**config.mk**
```make
export PLATFORM = sky130hd
export DESIGN_NAME = button_conditioner
export DESIGN_NICKNAME = d
export VERILOG_FILES = /design/src/rtl/button_conditioner.sv
export SDC_FILE = /design/constraint.sdc
export NUM_CORES = 1
export LEC_CHECK = 0
export CORE_UTILIZATION = 52
export DETAILED_ROUTE_END_ITERATION = 12
export HOLD_SLACK_MARGIN = 0.03
export PLACE_DENSITY = 0.77
export SYNTH_ARGS = -nofsm -noshare
export SYNTH_HDL_FRONTEND = slang
export SYNTH_SLANG_ARGS = --single-unit
```
**constraint.sdc**
```tcl
create_clock -name clk -period 1.85 [get_ports clk]
set_clock_uncertainty 0.1 [all_clocks]
set_input_delay 0.4625 -clock clk [delete_from_list [all_inputs] [get_ports clk]]
set_output_delay 0.4625 -clock clk [all_outputs]
set_load 0.02 [all_outputs]
```
**src/rtl/button_conditioner.sv**
```systemverilog
// button_conditioner: synchronised, debounced push-button with press/long-press/held/repeat/release indications.
// Optional feature macro BTN_AUTOREPEAT_EN enables the auto-repeat pulse on rpt.
module button_conditioner #(
  parameter int DEBOUNCE_CYCLES = 20000,
  parameter int HOLD_CYCLES     = 2000000,
  parameter int REPEAT_CYCLES   = 400000
) (
  input  logic clk,
  input  logic rst,
  input  logic in,
  output logic out,
  output logic long_press,
  output logic held,
  output logic rpt,
  output logic rel
);
  localparam int MAXC = (DEBOUNCE_CYCLES > HOLD_CYCLES) ?
                        ((DEBOUNCE_CYCLES > REPEAT_CYCLES) ? DEBOUNCE_CYCLES : REPEAT_CYCLES) :
                        ((HOLD_CYCLES > REPEAT_CYCLES) ? HOLD_CYCLES : REPEAT_CYCLES);
  localparam int W = $clog2(MAXC);
  localparam logic [W-1:0] DEB_MAX  = W'(DEBOUNCE_CYCLES - 1);
  localparam logic [W-1:0] HOLD_MAX = W'(HOLD_CYCLES - 1);
  typedef enum logic [2:0] {IDLE, DEB_PRESS, PRESSED, HELD, DEB_REL} state_t;
  state_t state_q, state_d;
  logic [W-1:0] cnt_q, cnt_d;
  logic s1_q, s_q, flag_q, flag_d;
  logic out_q, out_d, long_q, long_d, held_q, held_d, rel_q, rel_d;
  always_ff @(posedge clk or posedge rst) begin
    if (rst) begin
      s1_q    <= 1'b0;
      s_q     <= 1'b0;
      state_q <= IDLE;
      cnt_q   <= '0;
      flag_q  <= 1'b0;
      out_q   <= 1'b0;
      long_q  <= 1'b0;
      held_q  <= 1'b0;
      rel_q   <= 1'b0;
    end else begin
      s1_q    <= in;
      s_q     <= s1_q;
      state_q <= state_d;
      cnt_q   <= cnt_d;
      flag_q  <= flag_d;
      out_q   <= out_d;
      long_q  <= long_d;
      held_q  <= held_d;
      rel_q   <= rel_d;
    end
  end
  always_comb begin
    state_d = state_q;
    cnt_d   = cnt_q + 1'b1;
    flag_d  = flag_q;
    out_d   = 1'b0;
    long_d  = 1'b0;
    rel_d   = 1'b0;
    case (state_q)
      IDLE: begin
        cnt_d   = '0;
        state_d = s_q ? DEB_PRESS : IDLE;
      end
      DEB_PRESS: begin
        if (!s_q) state_d = IDLE;
        else if (cnt_q == DEB_MAX) begin
          state_d = PRESSED;
          out_d   = 1'b1;
        end
      end
      PRESSED: begin
        if (!s_q) begin
          state_d = DEB_REL;
          flag_d  = 1'b0;
        end else if (cnt_q == HOLD_MAX) begin
          state_d = HELD;
          long_d  = 1'b1;
        end
      end
      HELD: begin
        if (!s_q) begin
          state_d = DEB_REL;
          flag_d  = 1'b1;
        end
`ifdef BTN_AUTOREPEAT_EN
        else if (cnt_q == W'(REPEAT_CYCLES - 1)) cnt_d = '0;
`else
        else cnt_d = '0;
`endif
      end
      DEB_REL: begin
        if (s_q) state_d = flag_q ? HELD : PRESSED;
        else if (cnt_q == DEB_MAX) begin
          state_d = IDLE;
          rel_d   = 1'b1;
        end
      end
      default: state_d = IDLE;
    endcase
    if (state_d != state_q) cnt_d = '0;
    held_d = (state_d == HELD) || (state_d == DEB_REL && flag_d);
  end
`ifdef BTN_AUTOREPEAT_EN
  logic rpt_q, rpt_d;
  // Repeat fires on HELD entry and on every counter wrap while staying in HELD.
  assign rpt_d = (state_q == PRESSED && state_d == HELD) ||
                 (state_q == HELD && state_d == HELD && cnt_q == W'(REPEAT_CYCLES - 1));
  always_ff @(posedge clk or posedge rst) begin
    if (rst) rpt_q <= 1'b0;
    else rpt_q <= rpt_d;
  end
  assign rpt = rpt_q;
`else
  assign rpt = 1'b0;
`endif
  assign out        = out_q;
  assign long_press = long_q;
  assign held       = held_q;
  assign rel        = rel_q;
endmodule

```
== Yosys cells after proc, flatten, opt, wreduce, memory -nomap -nowiden ==
Index checks and enable logic that the tools add are counted.
Widths: inputs -> output; s select.

* Word-level logic and storage cells: 46
* Input port bits: 3
* Register bits: 31
* Output and inout bits: 5

* Reductions and logical operators: 3
* Equal/unequal tests: 9
* Muxes and demuxes: 24
* Add/sub/neg operators: 1

{| class="wikitable"
|+ Operators by type and width
! cell !! count
|-
| $mux 21 || 2
|-
| $pmux 21 s2 || 1
|-
| $add 21x1->21 const B || 1
|-
| $eq 21x15->1 const B || 1
|-
| $eq 21x21->1 const B || 1
|-
| $mux 3 || 7
|-
| $pmux 3 s5 || 1
|-
| $mux 1 || 12
|-
| $eq 3x2->1 const B || 3
|-
| $eq 3x3->1 const B || 2
|-
| $eq 3x1->1 const B || 1
|-
| $logic_not 3->1 || 1
|-
| $ne 3x3->1 || 1
|-
| $pmux 1 s2 || 1
|-
| $logic_and 1x1->1 || 1
|-
| $logic_or 1x1->1 || 1
|}

== Longest topological paths before layout ==
* Depth in word-level cells: 7
* Mapped depth: 8

== Least setup slack after synthesis ==
No wires, ideal clock.

* Kind: flip-flop to flip-flop
* Start point: reg cnt_q[12]
* End point: reg cnt_q[9]
* Period minus slack after synthesis: 1.945 ns
* Path slack: -0.095 ns
* Arrival: 1.725 ns
* Stages on the path, launching flop included: 7
* Cell sequence: dfrtp_1 -> or4_4 -> nor3b_2 -> nand4_2 -> a22oi_2 -> buf_6 -> nor2_1

* Longest elaborated chain between the ends: 6
* Elaborated cells on any way between the ends: 11
* Classes of those cells: eq/ne (3); mux (8)

{| class="wikitable"
|+ Ends and longest elaborated chain
! what !! line !! text
|-
| start, declared || 25 || <nowiki>logic [W-1:0] cnt_q, cnt_d;</nowiki>
|-
| start signal, assigned || 43 || <nowiki>cnt_q <= cnt_d;</nowiki>
|-
| $eq 21x15->1 / $eq 21x21->1 (equally long branches) || 65, 92, 74 ||
|-
| $mux 3, on equally long branches || 92, 65, 74 ||
|-
| $mux 3, on equally long branches || 91, 64, 71 ||
|-
| $pmux 3 s5 (*) || 58 || <nowiki>case (state_q)</nowiki>
|-
| $ne 3x3->1 (*) || 99 || <nowiki>if (state_d != state_q) cnt_d = '0;</nowiki>
|-
| $mux 21 (*) || 99 ||
|-
| via cnt_d[9] || 25 ||
|}

The timed path passes the listed nets; every way through them passes the cells marked *.

== Worst setup path after layout ==
* Start point: reg cnt_q[9]
* End point: reg cnt_q[5]

The elaborated chain is that of the path after synthesis.

==> key figures <==
Detailed routing
  • Starting DRC count in detailed routing: 55
  • DRC: 5
  • Vias after detailed routing: 1301
  • Via density: 5.71
  • Number of routed nets with antenna violations: 0
  • Met3 WL: 100 um
  • DRT Pass-1 Iters: 8
  • Wire per inst: 14.7 um
  • Top sig layer: met4
  • Met2 Wirelength: 1670 um
  • Met1 WL: 1520 um
  • Total wire length: 3350 um

Global routing
  • Initial antenna violation count: 0
  • Largest net degree at the start of global routing: 32
  • Number of global-route vias before repair: 1211
  • First-pass GRT wire length: ~5400 um
  • GR Overflow Total: 0
  • GR Util All Layers: 0.227

Logic synthesis
  • Register bit total from synthesis: 31
  • Cells after Synth: 157
  • Ranking of synthesized cells by area: dfrtp_1, xnor2_1, nor2_1, xor2_1, nand3_1
  • Asr flop ratio synth: 1.00
  • Cell area after synthesis: 1560 um2
  • Post-synth top area share: 0.498
  • Sequential area share after synthesis: 0.498
  • Mean Syn Cell Area: ~10 um2
  • Most frequent cell after synthesis: dfrtp_1
  • Post-synth cell types: 39
  • Area leader, netlist: dfrtp_1
  • Syn_nets: 161
  • Most used flip-flop cell after synthesis: dfrtp_1
  • Commonest cells post-synth: dfrtp_1, nor2_1, xnor2_1
  • Post-synth EDFFs: 0
  • Yosys Warn Count: 0

Timing
  • Max Fclk: just under 0.5 GHz
  • Minimum clock period: 2010 ps
  • Slew @ Worst Pin: approximately 650 ps
  • Max Slew Vio Count: 0
  • Tcrit/Tclk final: 1.09
  • Setup TNS: -3200 ps
  • Worst rel slew slack: 0.569
  • Final setup margin: -160 ps
  • Hold Vio Cnt, Final: 0
  • RSZ-0062 raised after global routing: yes
  • Final setup viols: 24

Finish
  • Fin area: 2010 um2
  • Synth-to-layout area growth: 28.9%
  • Layout cells sized above 1: 0.289
  • Final layout net count: 201
  • Non-filler cells in the finished layout: 228
  • # fillers: 205
  • ANT cells: 0

Critical path
  • Reg2reg start: cnt_q[9]
  • Critical-path maximum fanout: 7
  • Worst Setup Path Type: flop to flop
  • Data required time of the critical path: between 1500 and 2000 ps
  • Worst reg2reg setup slack: -160 ps
  • Slowest stage cell on the critical path: nor4bb_1
  • Capturing element type of the critical path: flop
  • Worst setup SP type: flop
  • Maximum single-stage delay on the critical path: 460 ps
  • FF-to-FF End: cnt_q[5]
  • CP cell instances: nor4bb_1 -> and4_1 -> nand3_1 -> a22oi_2 -> buf_4 -> nor2_1
  • Worst R2R Path Depth: 6
  • Worst EP arrival: 2140 ps

Power
  • Total Power: 1.19 mW
  • Peak ir drop on the vdd network: 0.495 mV
  • Leakage power: 0.951 nW
  • PwrDens: 594 nW/um2

Floorplan
  • Rows: 19
  • Ports: 8
  • Chip Width: 56.7 um
  • Die Area: approximately 3200 um2
  • Die Y: around 57 um
  • Core area: 2810 um2
  • Initial Utilization: 0.555

Min path
  • Worst min path class: flop to flop
  • Hold Path Sink: s_q
  • Hold path start: s1_q
  • Hold Path Depth: 0

Run status
  • Failing checks: DRC, setup timing
  • Outcome: complete, but fails checks

Clocking
  • CTS buffer count: 5
  • Sink Count: 31
  • Clk buf depth: 2
  • Root buf cell: clkbuf_4
  • Latest clock arrival within the worst-skew pair: 340 ps
  • Reg clk slew, reported paths: 90 ps
  • CTS H-Tree Depth: 2
  • CTS tree: yes

Place
  • Detailed Place HPWL: roughly 2300 um
  • Routability cong.: 0.855
  • Placement Setup Slack: -139 ps
  • Dpl cell area: 1840 um2
  • PortBufs: 6
  • Placed Cells: 218

Run
  • Max_cap viols: 0
cell usage in the layout, fill, tap and decap left out, types with 2 or more instances in the layout:
| cell type | Yosys | final |
|---|---|---|
| dfrtp_1 | 31 | 31 |
| buf_4 | 1 | 30 |
| nor2_1 | 27 | 26 |
| xnor2_1 | 13 | 13 |
| nand3_1 | 9 | 9 |
| inv_1 | 7 | 7 |
| and3_1 | 6 | 6 |
| xor2_1 | 6 | 6 |
| nand2_1 | 6 | 5 |
| clkbuf_4 | 0 | 5 |
| and4_1 | 5 | 4 |
| dlymetal6s2s_1 | 0 | 4 |
| nand4_1 | 3 | 3 |
| nor4_1 | 4 | 3 |
| buf_6 | 2 | 3 |
| o21ai_0 | 2 | 2 |
| a21oi_1 | 4 | 2 |
| nor2b_1 | 2 | 2 |
| o22ai_1 | 2 | 2 |
| a21oi_2 | 0 | 2 |
| nor4bb_1 | 2 | 2 |
| nor3_1 | 3 | 2 |
| clkdlybuf4s50_1 | 0 | 2 |
logic make-up (layout without fill, tap and decap cells):
logic type,count (synthesis),in the layout,share of synthesized area
AO/OA/AOI/OAI,14,14,0.0603
XOR/XNOR,19,19,0.107
adder cells (fa/ha/maj),1,1,0.00804
buffers and inverters,13,53,0.0442
flip-flops,31,31,0.498
other,1,1,0.00241
AND/OR/NAND/NOR,78,78,0.280
routing by layer:
metal / vias up / global-route usage
li1: 627 / -
met1: 637 / 0.280
met2: 29 / 0.379
met3: 8 / 0.0484
met4: 0 / 0.107
met5: - / 0
report_power, final:
group          internal [mW]  switching (mW)
combinational         0.0347          0.0547
sequential             0.686         0.00539
clock                  0.176           0.236
state kept, by name (all words and copies together) (netlist names):
signal,flops
cnt_q,21
rel,1
held,1
flag_q,1
s_q,1
out,1
state_q,3
s1_q,1
long_press,1
how the worst max path moves through the flow:
stage | startpoint | end | slack [ps] | cells past startpoint
5_1_grt | cnt_q[8] | cnt_q[5] | -210 | 6
3_3_place_gp | cnt_q[8] | held | -190 | 6
4_1_cts | cnt_q[12] | held | -110 | 6
6_report | cnt_q[9] | cnt_q[5] | -160 | 6
2_1_floorplan | cnt_q[12] | cnt_q[9] | -70 | 6
3_5_place_dp | cnt_q[8] | held | -140 | 6
repair_timing:
item                                   4_1_cts  5_1_grt
hold buffers                                 0        0
setup buffers                                0        3
gates resized for setup                      4       17
endpoints found under the hold margin        0        0
gates cloned                                 0        0
setup endpoints to repair                   24       31
pin swaps                                    1        4
worst max-delay path: cells and delay by family, from the launching register on:
family                 cells  cell delay [ps]
flip-flops                 1              420
AO/OA/AOI/OAI              1              250
buffers and inverters      1              190
AND/OR/NAND/NOR            4              950
layout make-up:
type / instances / area (um2) / area share
Clock buffer: 6 / 51.3 / 0.0256
Clock inverter: 1 / 5.00 / 0.00249
Inverter: 7 / 26.3 / 0.0131
Multi-Input combinational cell: 113 / 781 / 0.389
Sequential cell: 31 / 776 / 0.387
Tap cell: 31 / 38.8 / 0.0193
Timing Repair Buffer: 39 / 329 / 0.164
stage by stage:
step | utilization | hold WS, ps
final | 0.715 | 254
after global routing | 0.715 | 263
after detailed placement | 0.655 | 237
after floorplan | - | 231
after CTS | 0.682 | 258
after global placement | 0.655 | 233
No activity file was read; power rests on OpenSTA's default activity.
